## config.mk

```make
export PLATFORM = sky130hd
export DESIGN_NAME = counter_value_tx
export DESIGN_NICKNAME = d
export VERILOG_FILES = /design/src/rtl/counter_value_tx.sv
export SDC_FILE = /design/constraint.sdc
export NUM_CORES = 1
export LEC_CHECK = 0
export CAP_MARGIN = 10
export CORE_UTILIZATION = 50
export DETAILED_ROUTE_END_ITERATION = 16
export MAX_ROUTING_LAYER = met4
export PLACE_DENSITY = 0.76
export SLEW_MARGIN = 5
export SYNTH_ARGS = -nofsm -noshare
export SYNTH_HDL_FRONTEND = slang
export SYNTH_SLANG_ARGS = --single-unit
```

## constraint.sdc

```tcl
create_clock -name clk -period 4.94 [get_ports clk]
set_input_delay 0.988 -clock clk [delete_from_list [all_inputs] [get_ports clk]]
set_output_delay 0.988 -clock clk [all_outputs]
set_load 0.03 [all_outputs]
```

## src/rtl/counter_value_tx.sv

```systemverilog
`default_nettype none
// ============================================================================
// Module  : counter_value_tx
// Brief   : Watches an 8-bit counter value, queues every change in a small
//           FIFO and sends each queued value LSB-first as a UART-style 8N1
//           frame on a single idle-high serial line.
//           Optional macro COUNTER_VALUE_TX_PARITY_EN adds an even-parity bit
//           between the data bits and the stop bit.
// Revision: 1.0 - initial release
// ============================================================================
module counter_value_tx #(
    parameter int WIDTH        = 8,
    parameter int CLKS_PER_BIT = 4,
    parameter int FIFO_AW      = 2
) (
    input  logic               clk,
    input  logic               reset,
    input  logic [WIDTH-1:0]   value,
    output logic               tx,
    output logic               busy,
    output logic [FIFO_AW:0]   fifo_level,
    output logic               overflow
);

    localparam int DEPTH = 2 ** FIFO_AW;
    localparam int BW    = (CLKS_PER_BIT > 1) ? $clog2(CLKS_PER_BIT) : 1;
    localparam int IW    = (WIDTH > 1) ? $clog2(WIDTH) : 1;

    localparam logic [BW-1:0]      BAUD_LAST = BW'(CLKS_PER_BIT - 1);
    localparam logic [IW-1:0]      BIT_LAST  = IW'(WIDTH - 1);
    localparam logic [FIFO_AW:0]   FULL_CNT  = (FIFO_AW + 1)'(DEPTH);

    typedef enum logic [2:0] {
        S_IDLE   = 3'd0,
        S_START  = 3'd1,
        S_DATA   = 3'd2,
        S_PARITY = 3'd3,
        S_STOP   = 3'd4
    } state_t;

    // Change detector and FIFO storage
    logic [WIDTH-1:0]   prev_value;
    logic [WIDTH-1:0]   mem [DEPTH];
    logic [FIFO_AW-1:0] wr_ptr;
    logic [FIFO_AW-1:0] rd_ptr;
    logic [FIFO_AW:0]   count;
    logic               overflow_q;

    // Transmitter state
    state_t             state, state_n;
    logic [BW-1:0]      baud, baud_n;
    logic [IW-1:0]      bit_idx, bit_idx_n;
    logic [WIDTH-1:0]   shreg, shreg_n;
    logic               parity_bit, parity_n;
    logic               tx_q, tx_n;

    logic push, pop, full, push_ok;

    // A frame can only start from IDLE, so a pop never meets an empty FIFO.
    assign push    = (value != prev_value);
    assign full    = (count == FULL_CNT);
    assign pop     = (state == S_IDLE) && (count != '0);
    assign push_ok = push && (!full || pop);

    // FIFO storage: written on every accepted change, no reset needed.
    always_ff @(posedge clk) begin
        if (push_ok && !reset) begin
            mem[wr_ptr] <= value;
        end
    end

    // Change detection, FIFO pointers/level and sticky overflow flag.
    always_ff @(posedge clk) begin
        if (reset) begin
            prev_value <= '0;
            wr_ptr     <= '0;
            rd_ptr     <= '0;
            count      <= '0;
            overflow_q <= 1'b0;
        end else begin
            prev_value <= value;
            if (push_ok) begin
                wr_ptr <= wr_ptr + 1'b1;
            end
            if (pop) begin
                rd_ptr <= rd_ptr + 1'b1;
            end
            if (push_ok && !pop) begin
                count <= count + 1'b1;
            end else if (!push_ok && pop) begin
                count <= count - 1'b1;
            end
            if (push && !push_ok) begin
                overflow_q <= 1'b1;
            end
        end
    end

    // Transmitter next-state: tx is computed one cycle ahead so it leaves a flop.
    always_comb begin
        state_n   = state;
        baud_n    = baud;
        bit_idx_n = bit_idx;
        shreg_n   = shreg;
        parity_n  = parity_bit;
        tx_n      = tx_q;
        case (state)
            S_IDLE: begin
                tx_n = 1'b1;
                if (pop) begin
                    shreg_n   = mem[rd_ptr];
                    parity_n  = ^mem[rd_ptr];
                    baud_n    = '0;
                    bit_idx_n = '0;
                    tx_n      = 1'b0;
                    state_n   = S_START;
                end
            end
            S_START: begin
                if (baud == BAUD_LAST) begin
                    baud_n  = '0;
                    tx_n    = shreg[0];
                    state_n = S_DATA;
                end else begin
                    baud_n = baud + 1'b1;
                end
            end
            S_DATA: begin
                if (baud == BAUD_LAST) begin
                    baud_n = '0;
                    if (bit_idx == BIT_LAST) begin
`ifdef COUNTER_VALUE_TX_PARITY_EN
                        tx_n    = parity_bit;
                        state_n = S_PARITY;
`else
                        tx_n    = 1'b1;
                        state_n = S_STOP;
`endif
                    end else begin
                        bit_idx_n = bit_idx + 1'b1;
                        shreg_n   = shreg >> 1;
                        tx_n      = shreg_n[0];
                    end
                end else begin
                    baud_n = baud + 1'b1;
                end
            end
            S_PARITY: begin
                // Only reachable when the parity option is compiled in.
                tx_n = parity_bit;
                if (baud == BAUD_LAST) begin
                    baud_n  = '0;
                    tx_n    = 1'b1;
                    state_n = S_STOP;
                end else begin
                    baud_n = baud + 1'b1;
                end
            end
            S_STOP: begin
                tx_n = 1'b1;
                if (baud == BAUD_LAST) begin
                    baud_n  = '0;
                    state_n = S_IDLE;
                end else begin
                    baud_n = baud + 1'b1;
                end
            end
            default: begin
                tx_n    = 1'b1;
                baud_n  = '0;
                state_n = S_IDLE;
            end
        endcase
    end

    // Transmitter state register; reset aborts any frame in flight.
    always_ff @(posedge clk) begin
        if (reset) begin
            state      <= S_IDLE;
            baud       <= '0;
            bit_idx    <= '0;
            shreg      <= '0;
            parity_bit <= 1'b0;
            tx_q       <= 1'b1;
        end else begin
            state      <= state_n;
            baud       <= baud_n;
            bit_idx    <= bit_idx_n;
            shreg      <= shreg_n;
            parity_bit <= parity_n;
            tx_q       <= tx_n;
        end
    end

    assign tx         = tx_q;
    assign busy       = (state != S_IDLE);
    assign fifo_level = count;
    assign overflow   = overflow_q;

endmodule
`default_nettype wire

```

**Word-level counts from Yosys, hierarchy flattened**

Memory sizes are Yosys's and may differ from the RTL's. A register that Yosys moved wholly into a read port is not among the register bits.
Index checks and enable logic that the tools add are counted.

- Bits in writable memories: 32
- Memories: 1
- Register bits: 34
- Input port bits: 10
- Logic and storage cells: 85

- Equality and inequality tests: 15
- Muxes and demuxes: 30
- Add/sub/neg operators: 6
- Reductions and logical operators: 22

Memory list:

| name | depth | width | read ports | clocked after Yosys merged registers in | write ports | RTL line | RTL |
|---|---|---|---|---|---|---|---|
| mem | 4 | 8 | 1 | 1 | 1 | 43 | `logic [WIDTH-1:0] mem [DEPTH];` |

Operators with widths:

| operator | number |
|---|---|
| 3-bit two-way mux | 11 |
| 8-bit two-way mux | 3 |
| 8-bit case mux with 2 select lines | 1 |
| 3-bit case mux with 5 select lines | 1 |
| 2-bit != test, second input constant | 7 |
| 3-bit equality test, second input constant | 3 |
| 2-bit two-way mux | 4 |
| 8-bit != test | 1 |
| 8-bit parity | 1 |
| 1-bit two-way mux | 7 |
| 2-bit by 1-bit adder with 2-bit output, second input constant | 3 |
| 3-bit by 1-bit adder with 3-bit output, second input constant | 2 |
| 3-bit by 2-bit equality test with 1-bit output, second input constant | 2 |
| 1-bit logical AND | 6 |
| 3-bit case mux with 2 select lines | 1 |
| 6-bit AND reduction | 1 |
| 3-bit nonzero test | 2 |
| 1-bit logical NOT | 4 |
| 1-bit case mux with 4 select lines | 1 |
| 2-bit case mux with 2 select lines | 1 |
| 2-bit AND reduction | 2 |
| 4-bit AND reduction | 1 |
| 2-bit nonzero test | 2 |
| 4-bit OR reduction | 1 |
| other kinds (5) | 5 |

**Logic depth before layout (Yosys ltp)**

- Depth in word-level cells: 8
- Mapped depth: 12

**Least setup slack after synthesis**

No wires, ideal clock.

- Kind: input -> register
- Start point: in value[4]
- End point: reg count[2] (netlist: fifo_level[2])
- Buffers on the path: 0
- Data required time: 4.869 ns
- Arrival time: 2.802 ns
- Stages: 10
- Slack: 2.067 ns
- Setup time: 0.071 ns
- Cell sequence: xnor2_1 nand2_1 o41ai_1 inv_1 ha_1 inv_1 fa_1 xor2_1 or3_1 a21oi_1

- Cells in the longest elaborated chain, start to end: 5
- Elaborated cells between the ends (all ways): 7

RTL lines:

| element | RTL line | RTL |
|---|---|---|
| start, declared | 18 | `input logic [WIDTH-1:0] value,` |
| 8-bit != test (*) | 60 | `assign push = (value != prev_value);` |
| 1-bit logical AND (*) | 63 | `assign push_ok = push && (!full \|\| pop);` |
| 1-bit logical NOT | 90 | `end else if (!push_ok && pop) begin` |
| 1-bit logical AND | 90 |  |
| 2-bit nonzero test (no source line) | -- |  |
| end signal, assigned | 89 | `count <= count + 1'b1;` |
| end signal, assigned | 91 | `count <= count - 1'b1;` |
| end, declared | 46 | `logic [FIFO_AW:0] count;` |

Mark *: on every way between the ends. The rest lies on a longest branch, timed or not.
A chain may end at the register's enable or synchronous reset.

**Final worst setup path**

- Start point: in value[6]
- End point: reg count[2] (netlist: fifo_level[2])

Same word-level chain as after synthesis.

==> impl_metrics.json <==
{
  "status": "completed",
  "worst_setup_path_endpoint": "fifo_level[2]",
  "cts_hold_buf": 0,
  "fin_area_mm2": 0.00324,
  "rsz0062_at_grt": "no",
  "synth_edf_count": 32,
  "n_antenna_cell": 0,
  "place_area_mm2": 0.00308,
  "syn_area_per_cell_um2": 12.3,
  "grt_pass1_wl_mm": 7.96,
  "cp_cell_sequence": "clkdlybuf4s50_1 -> xnor2_1 -> nand2_1 -> o41ai_1 -> inv_1 -> ha_1 -> inv_1 -> fa_1 -> xor2_1 -> or3_1 -> a21oi_1",
  "yosysMostFrequentCell": "dfxtp_1",
  "synthTopCellsByArea": "edfxtp_1, dfxtp_1, mux4_2, xnor2_1, nor2_1",
  "vdd_drop_max_mv": 0.270,
  "htreeDepth": 3,
  "nNetsFinal": 271,
  "fin_cells": 329,
  "setup_viol": 0,
  "finalSetupTns_ns": 0,
  "slowest_delay_ns": 0.70,
  "slew_violations": 0,
  "worst_clock_skew_ns": 0.00669,
  "place.gp.congestion": 0.706,
  "fill_cells": 505,
  "layout-drive-gt1-share_pct": 10.5,
  "place.port_buffers": 15,
  "r2r_slack_ns": 2.36,
  "synth_async_sr_flop_share_pct": 0,
  "placementRows": 27,
  "netlist_area_mm2": 0.00295,
  "post_drt_wl_per_cell_um": 14.1,
  "reg2reg_depth": 10,
  "slew-limit-headroom_pct": 51.8,
  "cp-start-kind": "primary input",
  "via_per_inst": 5.27,
  "drt_first_pass_iters": 4,
  "vias": 1733,
  "fin_crit_ns": 3.33,
  "power_density_mw_per_mm2": 525,
  "path_clk_slew_ns": 0.07,
  "crit_fanout": 6,
  "timing.critical_path.mode_cell": "inv_1",
  "drv_cap": 0,
  "first_iter_violations": 82,
  "yosysWarnings": 0,
  "grt_max_degree": 37,
  "tightest_slew_ns": 0.713,
  "fin_crit_sh_pct": 67.3,
  "synth_cell_types": 40,
  "regToRegStartpoint": "state[0]",
  "dieArea_mm2": 0.00620,
  "grt_pass1_vias": 1713,
  "synth_top_cell_area_share_pct": 32.6,
  "cts_buffers": 9,
  "slowest_stage": "o41ai_1",
  "hold_path_class": "reg2reg",
  "arrival_ns": 3.60,
  "cp-end-kind": "flip-flop",
  "fmax_mhz": 301,
  "clk_latency_ns": 0.34,
  "worst-setup-path-type": "in2reg",
  "clock-sinks": 68,
  "syn_inst": 239,
  "core_area_mm2": 0.00561,
  "synthTopCellsByCount": "dfxtp_1, edfxtp_1, nor2_1",
  "worstReg2RegEnd": "fifo_level[2]",
  "fin_ws_ns": 1.61,
  "crit_start": "value[6]",
  "ys.flop_type": "dfxtp_1",
  "io_pins": 16,
  "place_ws_ns": 1.24,
  "place_inst": 313,
  "crit_required_ns": 5.22,
  "antenna_found_initial": 0,
  "tritoncts": "done",
  "antenna_left": 0,
  "cts_buffer_depth": 2,
  "p_leak_nw": 1.16,
  "grt-ovfl-total": 0,
  "grtUsageTotal_pct": 18.0,
  "drc": 0,
  "chipWidth_um": 78.8,
  "hold_viol_final": 0,
  "root_buffer": "clkbuf_8",
  "start_util_pct": 52.5,
  "crit_family": "compound AO/OA/AOI/OAI gates",
  "area_growth_pct": 10.1,
  "wirelength_mm": 4.64,
  "ys_seq_area_share_pct": 57.1,
  "yosys.area.top_type": "edfxtp_1",
  "syn-num-nets": 258,
  "hpwl_mm": 3.13,
  "fp.dieH_um": 78.8,
  "ys_seq_elements": 68,
  "post_cts_resized": 0,
  "post_cts_buffers": 0,
  "cp.depth": 11,
  "path_buf_inv": 3
}
worst register-to-register path: cells and delay by family, from the launching register on:
family / cells / cell delay, ns
XOR/XNOR: 1 / 0.16
AO/OA/AOI/OAI: 2 / 0.30
AND/OR/NAND/NOR: 3 / 0.96
flip-flops: 1 / 0.41
buffers and inverters: 2 / 0.15
adder cells (fa/ha/maj): 2 / 0.55
worst min-delay path by stage:
stage / cells past startpoint / end / from / slack (ns)
finish: 2 / shreg[7] / shreg[7] / 0.48
global route: 2 / shreg[7] / shreg[7] / 0.49
global placement: 2 / shreg[7] / shreg[7] / 0.46
detailed placement: 2 / shreg[7] / shreg[7] / 0.47
floorplan: 2 / shreg[7] / shreg[7] / 0.45
CTS: 2 / shreg[7] / shreg[7] / 0.48
routing by layer:
metal	wire [um]	part of all wire (%)	global-route usage, %	vias to the layer above
met5	0	0	-	-
met4	95	2.0	8.33	0
met3	121	2.6	4.83	11
met2	2260	49	27.4	21
met1	2160	47	22.6	840
li1	-	-	-	861
layout make-up:
type | instances | area [um^2] | area share (%)
flip-flops and latches | 68 | 1680 | 51.9
multi-input cells | 152 | 1130 | 34.9
repair buffers | 16 | 158 | 4.86
clock buffers | 12 | 145 | 4.48
well taps | 72 | 90.1 | 2.78
inverters | 5 | 18.8 | 0.579
clock inverters | 4 | 17.5 | 0.540
registers in the layout, summed over array words and instances, names as in the netlist, named ones only:
register and cells:
bit_idx 3, wr_ptr 2, state 3, fifo_level 3
overflow 1, prev_value 8, rd_ptr 2, parity_bit 1
baud 2, tx 1, mem 32, shreg 8
cells by family (layout without fill, tap and decap cells):
kind of cell,after synthesis,after routing,synth area share [%]
xor gates and xnor gates,21,21,6.24
adders and majority gates,9,9,4.08
muxes,13,13,7.82
DFF,68,68,57.1
and+or+nand+nor,84,84,14.1
buffers and inverters,19,37,4.46
AOI/OAI and AO/OA,25,25,6.16
power breakdown:
part	internal (mW)	switching (mW)	leakage [nW]
Combinational	0.266	0.287	0.480
Sequential	0.691	0.0758	0.591
Clock	0.191	0.193	0.0852
Total	1.15	0.556	1.16
cell usage in the layout, fill, tap and decap left out, types with 2 or more instances in the layout:
cell / count
ha_1: 8
nor3_1: 5
edfxtp_1: 32
nand2_1: 21
clkbuf_1: 2
and2_1: 6
a32oi_1: 2
clkinv_1: 2
xnor2_1: 18
o21ai_0: 7
nor2_1: 32
mux4_2: 8
xor2_1: 3
clkdlybuf4s50_1: 15
clkinv_2: 2
clkbuf_8: 10
dfxtp_1: 36
inv_1: 5
nor2b_1: 9
a21oi_1: 5
mux2i_1: 5
a311oi_1: 6
through the flow:
step / power, mW / util, % / hold WS, ns
after floorplan: 1.26 / - / 0.445
after global placement: 1.32 / 54.9 / 0.460
after detailed placement: 1.34 / 54.9 / 0.469
after CTS: 1.72 / 57.8 / 0.477
after global routing: 1.82 / 57.8 / 0.489
final: 1.70 / 57.8 / 0.478
Note: power is estimated with default switching activity, not from simulation.
